<file path="src/rtl/apb_master_arbiter.sv">
// Round-robin arbiter sharing one APB3 master port among NUM_REQ requesters.
// Optional ACCESS-phase timeout: define APB_ARB_TIMEOUT_EN.
module apb_master_arbiter #(
  parameter int NUM_REQ        = 2,
  parameter int APB_ADDR_WIDTH = 32,
  parameter int APB_DATA_WIDTH = 32,
  parameter int TIMEOUT_CYCLES = 255
) (
  input  logic                                ACLK,
  input  logic                                ARESETn,
  input  logic [NUM_REQ-1:0]                  req_i,
  input  logic [NUM_REQ-1:0]                  we_i,
  input  logic [NUM_REQ*APB_ADDR_WIDTH-1:0]   addr_i,
  input  logic [NUM_REQ*APB_DATA_WIDTH-1:0]   wdata_i,
  output logic [NUM_REQ-1:0]                  gnt_o,
  output logic [NUM_REQ-1:0]                  rsp_valid_o,
  output logic [APB_DATA_WIDTH-1:0]           rsp_rdata_o,
  output logic                                rsp_err_o,
  output logic                                PSEL,
  output logic                                PENABLE,
  output logic                                PWRITE,
  output logic [APB_ADDR_WIDTH-1:0]           PADDR,
  output logic [APB_DATA_WIDTH-1:0]           PWDATA,
  input  logic [APB_DATA_WIDTH-1:0]           PRDATA,
  input  logic                                PREADY,
  input  logic                                PSLVERR
);

  localparam int AW = APB_ADDR_WIDTH;
  localparam int DW = APB_DATA_WIDTH;
  localparam int IW = (NUM_REQ > 1) ? $clog2(NUM_REQ) : 1;

  typedef enum logic [1:0] {
    IDLE,
    SETUP,
    ACCESS
  } state_t;

  state_t state, state_nxt;

  logic [IW-1:0]      ptr;
  logic [IW-1:0]      win;
  logic [IW-1:0]      owner;
  logic               found;
  logic [AW-1:0]      addr_q;
  logic               we_q;
  logic [DW-1:0]      wdata_q;
  logic [NUM_REQ-1:0] rsp_valid_q;
  logic [DW-1:0]      rdata_q;
  logic               err_q;
  logic               done;
  logic               tout;

  // First requester at or after the pointer, wrapping around.
  always_comb begin
    int s;
    found = 1'b0;
    win   = '0;
    s     = 0;
    for (int i = 0; i < NUM_REQ; i++) begin
      s = int'(ptr) + i;
      if (s >= NUM_REQ) s = s - NUM_REQ;
      if (!found && req_i[IW'(s)]) begin
        found = 1'b1;
        win   = IW'(s);
      end
    end
  end

  // Grant pulse only while idle and out of reset.
  always_comb begin
    gnt_o = '0;
    if (ARESETn && state == IDLE && found)
      gnt_o[win] = 1'b1;
  end

`ifdef APB_ARB_TIMEOUT_EN
  logic [15:0] cnt;
  logic        limit;

  assign limit = (cnt == 16'(TIMEOUT_CYCLES - 1));

  // Counts ACCESS wait cycles; restarts on entry to ACCESS.
  always_ff @(posedge ACLK or negedge ARESETn) begin
    if (!ARESETn)
      cnt <= '0;
    else if (state == SETUP)
      cnt <= '0;
    else if (state == ACCESS && !PREADY)
      cnt <= cnt + 16'd1;
  end
`else
  logic unused_timeout;
  assign unused_timeout = ^32'(TIMEOUT_CYCLES);
`endif

  // Next-state logic and completion events.
  always_comb begin
    state_nxt = state;
    done      = 1'b0;
    tout      = 1'b0;
    case (state)
      IDLE: begin
        if (found) state_nxt = SETUP;
      end
      SETUP: state_nxt = ACCESS;
      ACCESS: begin
        if (PREADY) begin
          done      = 1'b1;
          state_nxt = IDLE;
        end
`ifdef APB_ARB_TIMEOUT_EN
        else if (limit) begin
          tout      = 1'b1;
          state_nxt = IDLE;
        end
`endif
      end
      default: state_nxt = IDLE;
    endcase
  end

  // State register.
  always_ff @(posedge ACLK or negedge ARESETn) begin
    if (!ARESETn) state <= IDLE;
    else          state <= state_nxt;
  end

  // Latch the winner's transfer and advance the pointer.
  always_ff @(posedge ACLK or negedge ARESETn) begin
    if (!ARESETn) begin
      ptr     <= '0;
      owner   <= '0;
      addr_q  <= '0;
      we_q    <= 1'b0;
      wdata_q <= '0;
    end else if (state == IDLE && found) begin
      ptr     <= (win == IW'(NUM_REQ - 1)) ? '0 : win + 1'b1;
      owner   <= win;
      addr_q  <= addr_i[int'(win)*AW +: AW];
      we_q    <= we_i[win];
      wdata_q <= wdata_i[int'(win)*DW +: DW];
    end
  end

  // One-cycle response pulse after completion or abort.
  always_ff @(posedge ACLK or negedge ARESETn) begin
    if (!ARESETn) begin
      rsp_valid_q <= '0;
      rdata_q     <= '0;
      err_q       <= 1'b0;
    end else begin
      rsp_valid_q <= '0;
      rdata_q     <= '0;
      err_q       <= 1'b0;
      if (done || tout) begin
        rsp_valid_q[owner] <= 1'b1;
        rdata_q <= (done && !we_q) ? PRDATA : '0;
        err_q   <= done ? PSLVERR : 1'b1;
      end
    end
  end

  assign PSEL        = (state != IDLE);
  assign PENABLE     = (state == ACCESS);
  assign PWRITE      = we_q;
  assign PADDR       = addr_q;
  assign PWDATA      = wdata_q;
  assign rsp_valid_o = rsp_valid_q;
  assign rsp_rdata_o = rdata_q;
  assign rsp_err_o   = err_q;

endmodule
</file>
<file path="config.mk">
export PLATFORM = sky130hd
export DESIGN_NAME = apb_master_arbiter
export DESIGN_NICKNAME = d
export VERILOG_FILES = /design/src/rtl/apb_master_arbiter.sv
export SDC_FILE = /design/constraint.sdc
export NUM_CORES = 1
export LEC_CHECK = 0
export ABC_AREA = 1
export CAP_MARGIN = 30
export CORE_MARGIN = 4
export CORE_UTILIZATION = 41
export CTS_CLUSTER_DIAMETER = 100
export DETAILED_ROUTE_END_ITERATION = 7
export HOLD_SLACK_MARGIN = 0.12
export PLACE_DENSITY = 0.86
export SYNTH_ARGS = -nofsm -noshare
export SYNTH_HDL_FRONTEND = slang
export SYNTH_SLANG_ARGS = --single-unit
export TNS_END_PERCENT = 5
</file>
<file path="constraint.sdc">
create_clock -name ACLK -period 3.5 [get_ports ACLK]
set_input_delay 0.35 -clock ACLK [delete_from_list [all_inputs] [get_ports ACLK]]
set_output_delay 0.35 -clock ACLK [all_outputs]
set_load 0.01 [all_outputs]
</file>
==> results.md, run 1 <==
- Largest net degree at the start of global routing: between 60 and 70
- Unrepaired setup endpoints after global routing: no
- Crit share post-route: approximately three quarters
- PostCTS Resize Cnt: 0
- GRT overflow: 0
- Vias in the first global route: around 4700
- Tot GR Track Use: a little under a quarter
- Worst setup path class: in -> out
- Maximum clock path buffer count: 2
- Pwr Total: roughly 5.3 mW
- Area added between synthesis and finish: 64.0%
- CP Launch Type: primary input
- Routed WL per cell: between 15 and 20 um
- Synth area leader: dfrtp_1
- Peak supply drop: about 410 uV
- Hold_sp: owner$_DFFE_PN0P_
- Status: completed
- Clock period minus worst slack: 2.61 ns
- First-pass GRT wire length: 23.7 mm
- Synth warn: 0
- Initial antenna violation count: 0
- Ant diodes: 0
- Worst EP required: around 3.2 ns
- Setup TNS: 0 ns
- Post-synth top area share: between 50% and 60%
- Final core utilization: between 70% and 80%
- Syn_area_per_cell: 7.55 um2
- Worst path arrival time: 2.26 ns
- Relative slew margins: a little under half
- Gate Count Post-Synth: between 600 and 700
- Sequential element share of the synthesized area: between 50% and 60%
- Pwr Density: between 600 and 700 nW/um2
- Fill cells: just over 900
- Max Slew Vio Count: 0
- CTS Buf Count: 9
- Vias: 4803
- Register area: approximately 2600 um2
- HP Class: reg -> reg
- Detailed placement HPWL: roughly 11 mm
- Core ar.: roughly 11000 um2
- CTS root buf: clkbuf_16
- WL final: roughly 15 mm
- Top Ports: about 270
- Initial drt markers: around 290
- Row count: 38
- Share of cells above drive strength 1: roughly 3.5%
- Routability congestion estimate: ~0.8
- Syn nets: around 800
- Max frequency: 0.382 GHz
- Die Y: 115 um
- Netlist Area Pre-Place: 4730 um2
- Worst-margin pin slew: just over 0.8 ns
- Inst Count DP: 1002
- Reg-to-Reg Start: state[1]$_DFFE_PN0P_
- Pre-antenna DRT Iters: 4
- TritonCTS clock tree: done
- Leakage power: between 3 and 4 nW
- Post-synthesis cell type count: 14
- Flip-flop and latch count after synthesis: around 100
- Top cells by area, synth: dfrtp_1, nand2_1, nand3_1
- Die W: roughly 120 um
- Vias/cell: 4.72
- Die Area: about 13000 um2
- Design area: between 7000 and 8000 um2
- Crit. End Element: output port
- Non-filler instance count after layout: around 1000
- CP Max Fanout: 41
- Buffers on Ports: 270
- Residual DRC: 0
- Final number of hold-violating endpoints: 0
- Clock skew: 0.00873 ns
- Final setup violating endpoints: 0
- Fin nets: roughly 1000
- Number of clock sinks: approximately 100
- H-tree depth: 3
- Post-route ant nets: 0
- Clock transition at path regs: ~0.070 ns
- Initial Util: ~43%
- Clk_lat worst skew: around 0.33 ns
- Maxcap violations: 0
- Crit path launch: ARESETn
- Multi-input gate area: 1800 um2
- Placed inst area: 7470 um2
==> state kept, by name, summed over array words and instances, names as in the netlist <==
register / cells
PADDR: 32
PWDATA: 32
rsp_rdata_o: 32
rsp_valid_o: 2
state: 2
PWRITE: 1
owner: 1
ptr: 1
rsp_err_o: 1
==> layout make-up <==
class | instances | area share [%]
Sequential cell | 104 | 33.5
Clock inverter | 6 | 0.693
Tap cell | 140 | 2.26
Inverter | 38 | 1.84
Multi-Input combinational cell | 442 | 23.2
Clock buffer | 9 | 2.90
Timing Repair Buffer | 279 | 35.6
==> where the power goes <==
group / switching, mW / internal (mW)
Clock: 0.467 / 0.492
Sequential: 0.235 / 1.62
Combinational: 1.27 / 1.19
Total: 1.97 / 3.31
==> cells in the final DEF, fill, tap and decap left out <==
cell type and count:
inv_2 2, inv_8 2, inv_6 1, nand3_1 66, dlygate4sd3_1 1, nor2_4 1
inv_1 36, buf_2 1, dfrtp_1 103, nor2_1 8, o21ai_1 1, clkinvlp_4 3
nand2_2 2, buf_4 9, nand2_1 330, dfrtp_2 1, nor3_1 34, clkbuf_16 9
clkdlybuf4s50_1 268
==> worst paths after layout <==
| kind | to | slack (ns) | depth (start not counted) |
|---|---|---|---|
| max reg2reg | PADDR[14]$_DFFE_PN0P_ | 1.61 | 6 |
| min reg2reg | rsp_valid_o[0]$_DFF_PN0_ | 0.46 | 1 |
| max | gnt_o[1] | 0.89 | 5 |
| max in group asynchronous | ptr$_DFFE_PN0P_ | 1.70 | 3 |
| min | rsp_valid_o[0]$_DFF_PN0_ | 0.46 | 1 |
| min in group asynchronous | rsp_rdata_o[24]$_DFF_PN0_ | 0.54 | 2 |
==> through the flow <==
step | worst slack (ns) | hold WS [ns]
5_1_grt | 0.709 | 0.489
4_1_cts | 0.849 | 0.461
6_report | 0.885 | 0.459
3_5_place_dp | 1.41 | 0.372
3_3_place_gp | 1.42 | 0.365
2_1_floorplan | 2.00 | 0.0544
==> what timing repair did <==
action / in CTS / in global routing
buffers inserted: 0 / 0
hold buffers: 1 / 0
endpoints found under the hold margin: 39 / 0
==> cell usage after synthesis <==
cell / count
o21ai_1: 1
buf_4: 5
buf_1: 1
clkbuf_1: 21
clkbuf_2: 1
nor3_1: 34
nand2_1: 332
dfrtp_1: 104
inv_1: 36
nor2_1: 8
inv_2: 2
nor2_2: 1
nand3_1: 66
buf_2: 15
==> per-layer routing <==
layer	share of wire (%)	GRT usage (%)
met5	0	0
met2	51	39.7
met4	3.1	8.29
met1	40	27.2
met3	6.9	5.27
==> critical path: stages <==
cell             delay [ns]
dlygate4sd3_1          0.53
buf_4                  0.45
inv_1                  0.11
nor3_1                 0.21
clkdlybuf4s50_1        0.58
==> cell families after synthesis <==
group / after synthesis / share of synthesized area [%]
and+or+nand+nor: 441 / 37.7
DFF: 104 / 55.0
buffers and inverters: 81 / 7.24
AOI/OAI and AO/OA: 1 / 0.106
Power figures use the tool's default switching activity.
==> inputs of run 2 (changes only) <==
- CORE_UTILIZATION: 41 -> 38
- PLACE_DENSITY: 0.86 -> 0.8
- clock period: 3.5 -> 2.5 ns (I/O delays scaled with it)
==> run 2 against run 1 <==
  * Combinational power grew 40%
  * Sequential power up 40%
  * Power is 40% higher
  * Register-to-register slack got worse by 0.78 ns
  * Worst hold slack got worse by 0.043 ns
  * Core utilization decreased by 5.5 points
  * Setup slack lost 0.41 ns
  * Highest routed layer unchanged
==> results.md, run 2 (synthesis results as in run 1) <==
- GRT overflow: 0 (unchanged)
- Status: completed
- Most used routing layer: met2
- Worst setup path class: reg -> out
- Setup TNS: 0 ns (unchanged)
- Cts hold-fix bufs: 1 (unchanged)
- Core ar.: 12100 um2 (+9.3%)
- Leakage power: 3.94 nW (+0.48%)
- Relative slew margins: 40.4% (-5.9 points)
- Worst hold slack: 0.416 ns (-0.0433 ns)
- WL final: 15.5 mm (+0.32%)
- Clock transition at path regs: 0.07 ns (about the same)
- Vias in the first global route: 4786 (+1.1%)
- Vias: 4833 (+0.62%)
- Clk_lat worst skew: 0.34 ns (about the same)
- Worst EP required: 2.25 ns (-0.90 ns)
- Initial Util: 39.1% (-3.6 points)
- Number of clock sinks: 104 (unchanged)
- Crit. End Element: output port
- Tot GR Track Use: 21.5% (-1.1 points)
- Inst Count DP: 1032 (+3.0%)
- Placed inst area: 7540 um2 (+0.84%)
- Fin nets: 1044 (+0.19%)
- TritonCTS clock tree: done
- Row count: 40 (+5.3%)
- Worst-margin pin slew: 0.893 ns (+0.0881 ns)
- Initial drt markers: 262 (-8.1%)
- Worst path arrival time: 1.77 ns (-0.49 ns)
- Final number of hold-violating endpoints: 0 (unchanged)
- Non-filler instance count after layout: 1049 (+3.0%)
- Die Y: 120 um (+3.6%)
- CTS root buf: clkbuf_16
- Design area: 7820 um2 (+0.73%)
- HP Class: in -> reg
- Pwr Total: 7.38 mW (+40%)
- Share of cells above drive strength 1: 3.75% (+0.21 points)
- Maximum clock path buffer count: 2 (unchanged)
- Post-route ant nets: 0 (unchanged)
- CTS Buf Count: 9 (unchanged)
- Area added between synthesis and finish: 65.2%
- PostCTS Resize Cnt: 0 (unchanged)
- Vias/cell: 4.61 (-2.3%)
- Pre-antenna DRT Iters: 6 (+2)
- Routed WL per cell: 14.7 um (-2.6%)
- Maxcap violations: 0 (unchanged)
- Detailed placement HPWL: 11.1 mm (+0.63%)
- Residual DRC: 0 (unchanged)
- GR met3 Demand/Resource: 6.69% (+1.4 points)
- H-tree depth: 3 (unchanged)
- Top Ports: 272 (unchanged)
- Post-CTS setup buffers: 0 (unchanged)
- CP Max Fanout: 20 (-51%)
- Initial antenna violation count: 0 (unchanged)
- Pwr Density: 944 nW/um2 (+39%)
- Routability congestion estimate: 0.822 (+3.9%)
- Leading cell type in the layout, fill and taps excluded: nand2_1
- Buffers on Ports: 270 (unchanged)
- Clock period minus worst slack: between 2 and 2.5 ns
- CP Launch Type: flip-flop
- Pre-CTS WS: 0.800 ns (-0.607 ns)
- Die W: 120 um (+3.6%)
- Crit share post-route: around four fifths
- Max frequency: approximately 0.5 GHz
- Clock skew: 0.00544 ns (-0.00329 ns)
- Peak supply drop: 571 uV (+39%)
- Ant diodes: 0 (unchanged)
- Met1 GRT Util: 25.4% (-1.8 points)
- Max Slew Vio Count: 0 (unchanged)
- Final setup violating endpoints: 0 (unchanged)
- Most frequent cells in the layout: nand2_1, clkdlybuf4s50_1, dfrtp_1
- Largest net degree at the start of global routing: 72 (+4.3%)
- M2 GR Usage: 36.7% (-3.0 points)
- Unrepaired setup endpoints after global routing: no
- Final WS setup: 0.477 ns (-0.408 ns)
- Final core utilization: 64.6% (-5.5 points)
- First-pass GRT wire length: 24.4 mm (+2.9%)
- Die Area: 14300 um2 (+7.3%)
run 2: cell count changes in the layout (fill, tap and decap cells not counted):
cell        delta
buf_12         +1
buf_4          +1
clkbuf_1       +1
clkinv_2       +2
clkinv_4       +1
clkinvlp_4     -2
inv_6          +1
inv_8          -2
run 2: worst max-delay path, cell delays in order, from the launching register on:
cell and delay (ns):
dfrtp_2 0.58, nand2_2 0.09, nor3_1 0.17, clkdlybuf4s50_1 0.59
run 2: worst paths after layout:
kind | slack, ns | endpoint | start | depth (start not counted)
setup reg to reg | 0.83 | PWDATA[18]$_DFFE_PN0P_ | ptr$_DFFE_PN0P_ | 6
hold / removal | 0.42 | rsp_rdata_o[16]$_DFF_PN0_ | PRDATA[16] | 3
max in group asynchronous | 1.17 | ptr$_DFFE_PN0P_ | ARESETn | 3
setup / recovery | 0.48 | gnt_o[1] | ptr$_DFFE_PN0P_ | 3
hold reg to reg | 0.46 | rsp_valid_o[0]$_DFF_PN0_ | owner$_DFFE_PN0P_ | 1
min in group asynchronous | 0.54 | PADDR[19]$_DFFE_PN0P_ | ARESETn | 3
run 2: power by group:
group	internal (mW)	switching, mW	leakage [nW]
logic	1.68	1.76	2.46
registers	2.28	0.338	1.34
clock network	0.682	0.634	0.133
run 2: cell type report:
class                   instances  area [um2]
flip-flops and latches        104        2600
fillers                      1049        4290
repair buffers                281        2790
inverters                      38         143
well taps                     168         210
clock buffers                  10         229
multi-input cells             442        1800
clock inverters                 6        43.8
run 2: per-layer routing:
metal  share of wire, %  wire [um]  vias up
met5                  0          0        -
met4                3.0        461        0
met3                7.0       1080       31
met2                 51       7870      148
met1                 39       6050     2240
li1                   -          -     2414
==> inputs of run 3 (changes only) <==
- CORE_UTILIZATION: 38 -> 35
- PLACE_DENSITY: 0.8 -> 0.78
- clock period: 2.5 -> 1.65 ns (I/O delays scaled with it)
==> run 3 against run 2 <==
  * Clock skew grew 0.0016 ns
  * Critical endpoint is now PSEL
  * Clock power up 62%
  * Cell count increased by 0.95%
  * Sequential share of layout area down 0.28 points
  * Critical path depth is 1 higher
==> results.md, run 3 (synthesis results as in run 1) <==
- Design area: 7890 um2 (+0.85%)
- Max Slew Vio Count: 0 (unchanged)
- Pre-antenna DRT Iters: 5 (-1)
- H-tree depth: 3 (unchanged)
- Vias in the first global route: 4591 (-4.1%)
- Fin nets: 1046 (+0.19%)
- Worst setup path class: reg -> out
- Reg-to-Reg Start: state[1]$_DFFE_PN0P_
- Most frequent cells in the layout: nand2_1, clkdlybuf4s50_1, dfrtp_1
- Crit-path leading delay family: buffers and inverters
- CP Launch Type: flip-flop
- Vias/cell: 4.49 (-2.5%)
- First-pass GRT wire length: 24.1 mm (-1.1%)
- CP Max Fanout: 3 (-85%)
- Leakage power: 3.98 nW (+0.94%)
- Initial drt markers: 239 (-8.8%)
- Worst hold slack: 0.305 ns (-0.111 ns)
- Initial antenna violation count: 0 (unchanged)
- Final setup violating endpoints: 0 (unchanged)
- Met1 GRT Util: 23.1% (-2.3 points)
- Relative slew margins: 50.9% (+10 points)
- Clock transition at path regs: 0.07 ns (about the same)
- Max frequency: approximately 0.66 GHz
- GR met3 Demand/Resource: 5.32% (-1.4 points)
- CTS Buf Count: 9 (unchanged)
- Crit. End Element: output port
- Peak supply drop: 733 uV (+28%)
- Post-CTS setup buffers: 0 (unchanged)
- Worst EP required: 1.48 ns (-0.77 ns)
- Max stage delay on crit path: 0.41 ns (-0.18 ns)
- RR Endpoint: PWDATA[17]$_DFFE_PN0P_
- Residual DRC: 0 (unchanged)
- Unrepaired setup endpoints after global routing: no
- Largest net degree at the start of global routing: 105 (+46%)
- Post-route ant nets: 0 (unchanged)
- Core ar.: 13200 um2 (+9.3%)
- Hold Path Depth: 4 (+1)
- Buffers and inverters on the worst path: 3 (+2)
- Clk_lat worst skew: 0.34 ns (about the same)
- Row count: 42 (+5.0%)
- Clock skew: 0.00704 ns (+0.00160 ns)
- R2R depth: 5 (-1)
- Routability congestion estimate: 0.806 (-1.9%)
- Max stage delay cell, worst path: dfrtp_1
- Leading cell type in the layout, fill and taps excluded: nand2_1
- Inst Count DP: 1042 (+0.97%)
- Number of clock sinks: 104 (unchanged)
- Ant diodes: 0 (unchanged)
- CTS root buf: clkbuf_16
- HP Class: in -> reg
- Most used routing layer: met2
- Worst-margin pin slew: 0.736 ns (-0.157 ns)
- Routed WL per cell: 14.2 um (-3.4%)
- Tot GR Track Use: 19.2% (-2.3 points)
- TritonCTS clock tree: done
- FF-to-FF setup slack: 0.21 ns (-0.62 ns)
- Clock period minus worst slack: between 1.5 and 2 ns
- Hold Crit Endpoint: state[0]$_DFFE_PN0P_
- Register area: 2600 um2 (unchanged)
- Initial Util: 35.7% (-3.3 points)
- Maxcap violations: 0 (unchanged)
- Top Ports: 272 (unchanged)
- M2 GR Usage: 33.3% (-3.4 points)
- Die W: 124 um (+3.9%)
- Die Area: 15400 um2 (+8.0%)
- WL final: 15.1 mm (-2.5%)
- Die Y: 124 um (+3.9%)
- Maximum clock path buffer count: 2 (unchanged)
- Crit path cell chain: inv_2 > nand2_1 > buf_4 > dlygate4sd2_1
- Share of cells above drive strength 1: 4.08% (+0.33 points)
- Crit share post-route: between 90% and 100%
- Area added between synthesis and finish: 66.6%
- Pwr Density: 1440 nW/um2 (+52%)
- Vias: 4756 (-1.6%)
- Final number of hold-violating endpoints: 0 (unchanged)
- Worst path arrival time: 1.34 ns (-0.43 ns)
- Buffers on Ports: 270 (unchanged)
- Setup TNS: 0 ns (unchanged)
- Hold_sp: req_i[0]
- Detailed placement HPWL: 10.7 mm (-3.7%)
- Non-filler instance count after layout: 1059 (+0.95%)
- Status: completed
- Multi-input gate area: 1800 um2 (unchanged)
- GRT overflow: 0 (unchanged)
- Fill cells: 1197 (+14%)
- Placed inst area: 7590 um2 (+0.66%)
[run 3: worst max-delay path by stage]
stage,start,endpoint,slack (ns),cells after the start
after floorplan,ptr$_DFFE_PN0P_,gnt_o[1],0.34,5
after global placement,state[0]$_DFFE_PN0P_,gnt_o[0],0.13,4
after detailed placement,state[0]$_DFFE_PN0P_,gnt_o[0],0.13,4
after CTS,state[0]$_DFFE_PN0P_,gnt_o[0],0.02,4
after global routing,ARESETn,gnt_o[1],0.002,5
final,state[1]$_DFFE_PN0P_,PSEL,0.14,4
[run 3: where the power goes]
group          internal (mW)  switching [mW]  leakage (nW)
clock network           1.19           0.951         0.143
logic                   2.58            2.72          2.49
registers               3.45           0.463          1.34
[run 3: layout make-up]
class | count | share of cell area (%)
Clock buffer | 10 | 2.90
Clock inverter | 6 | 0.873
Inverter | 38 | 1.81
Multi-Input combinational cell | 442 | 22.8
Sequential cell | 104 | 33.0
Tap cell | 176 | 2.79
Timing Repair Buffer | 283 | 35.8
[run 3: worst min-delay path, stage by stage]
cell	delay, ns
buf_2	0.14
inv_2	0.07
nor2_4	0.05
buf_12	0.16
[run 3: metal layers]
metal | wire length [um] | share of wire (%) | up-vias
met2 | 7520 | 50 | 161
met3 | 1060 | 7.0 | 20
met4 | 295 | 2.0 | 0
met5 | 0 | 0 | -
li1 | - | - | 2418
met1 | 6200 | 41 | 2157
[run 3: per-stage QoR]
stage               util [%]  worst slack [ns]  total power, mW
floorplan                  -             0.337             6.40
global placement        57.3             0.128             9.24
detailed placement      57.3             0.134             9.34
CTS                     59.6            0.0227             11.5
global route            59.6           0.00206             12.2
finish                  59.6             0.142             11.3
[run 3: repair_timing]
| item | in CTS | in global routing |
|---|---|---|
| hold buffers | 1 | 0 |
| resized for setup | 4 | 5 |
| hold endpoints to repair | 104 | 0 |
| endpoints found under the setup margin | 4 | 2 |
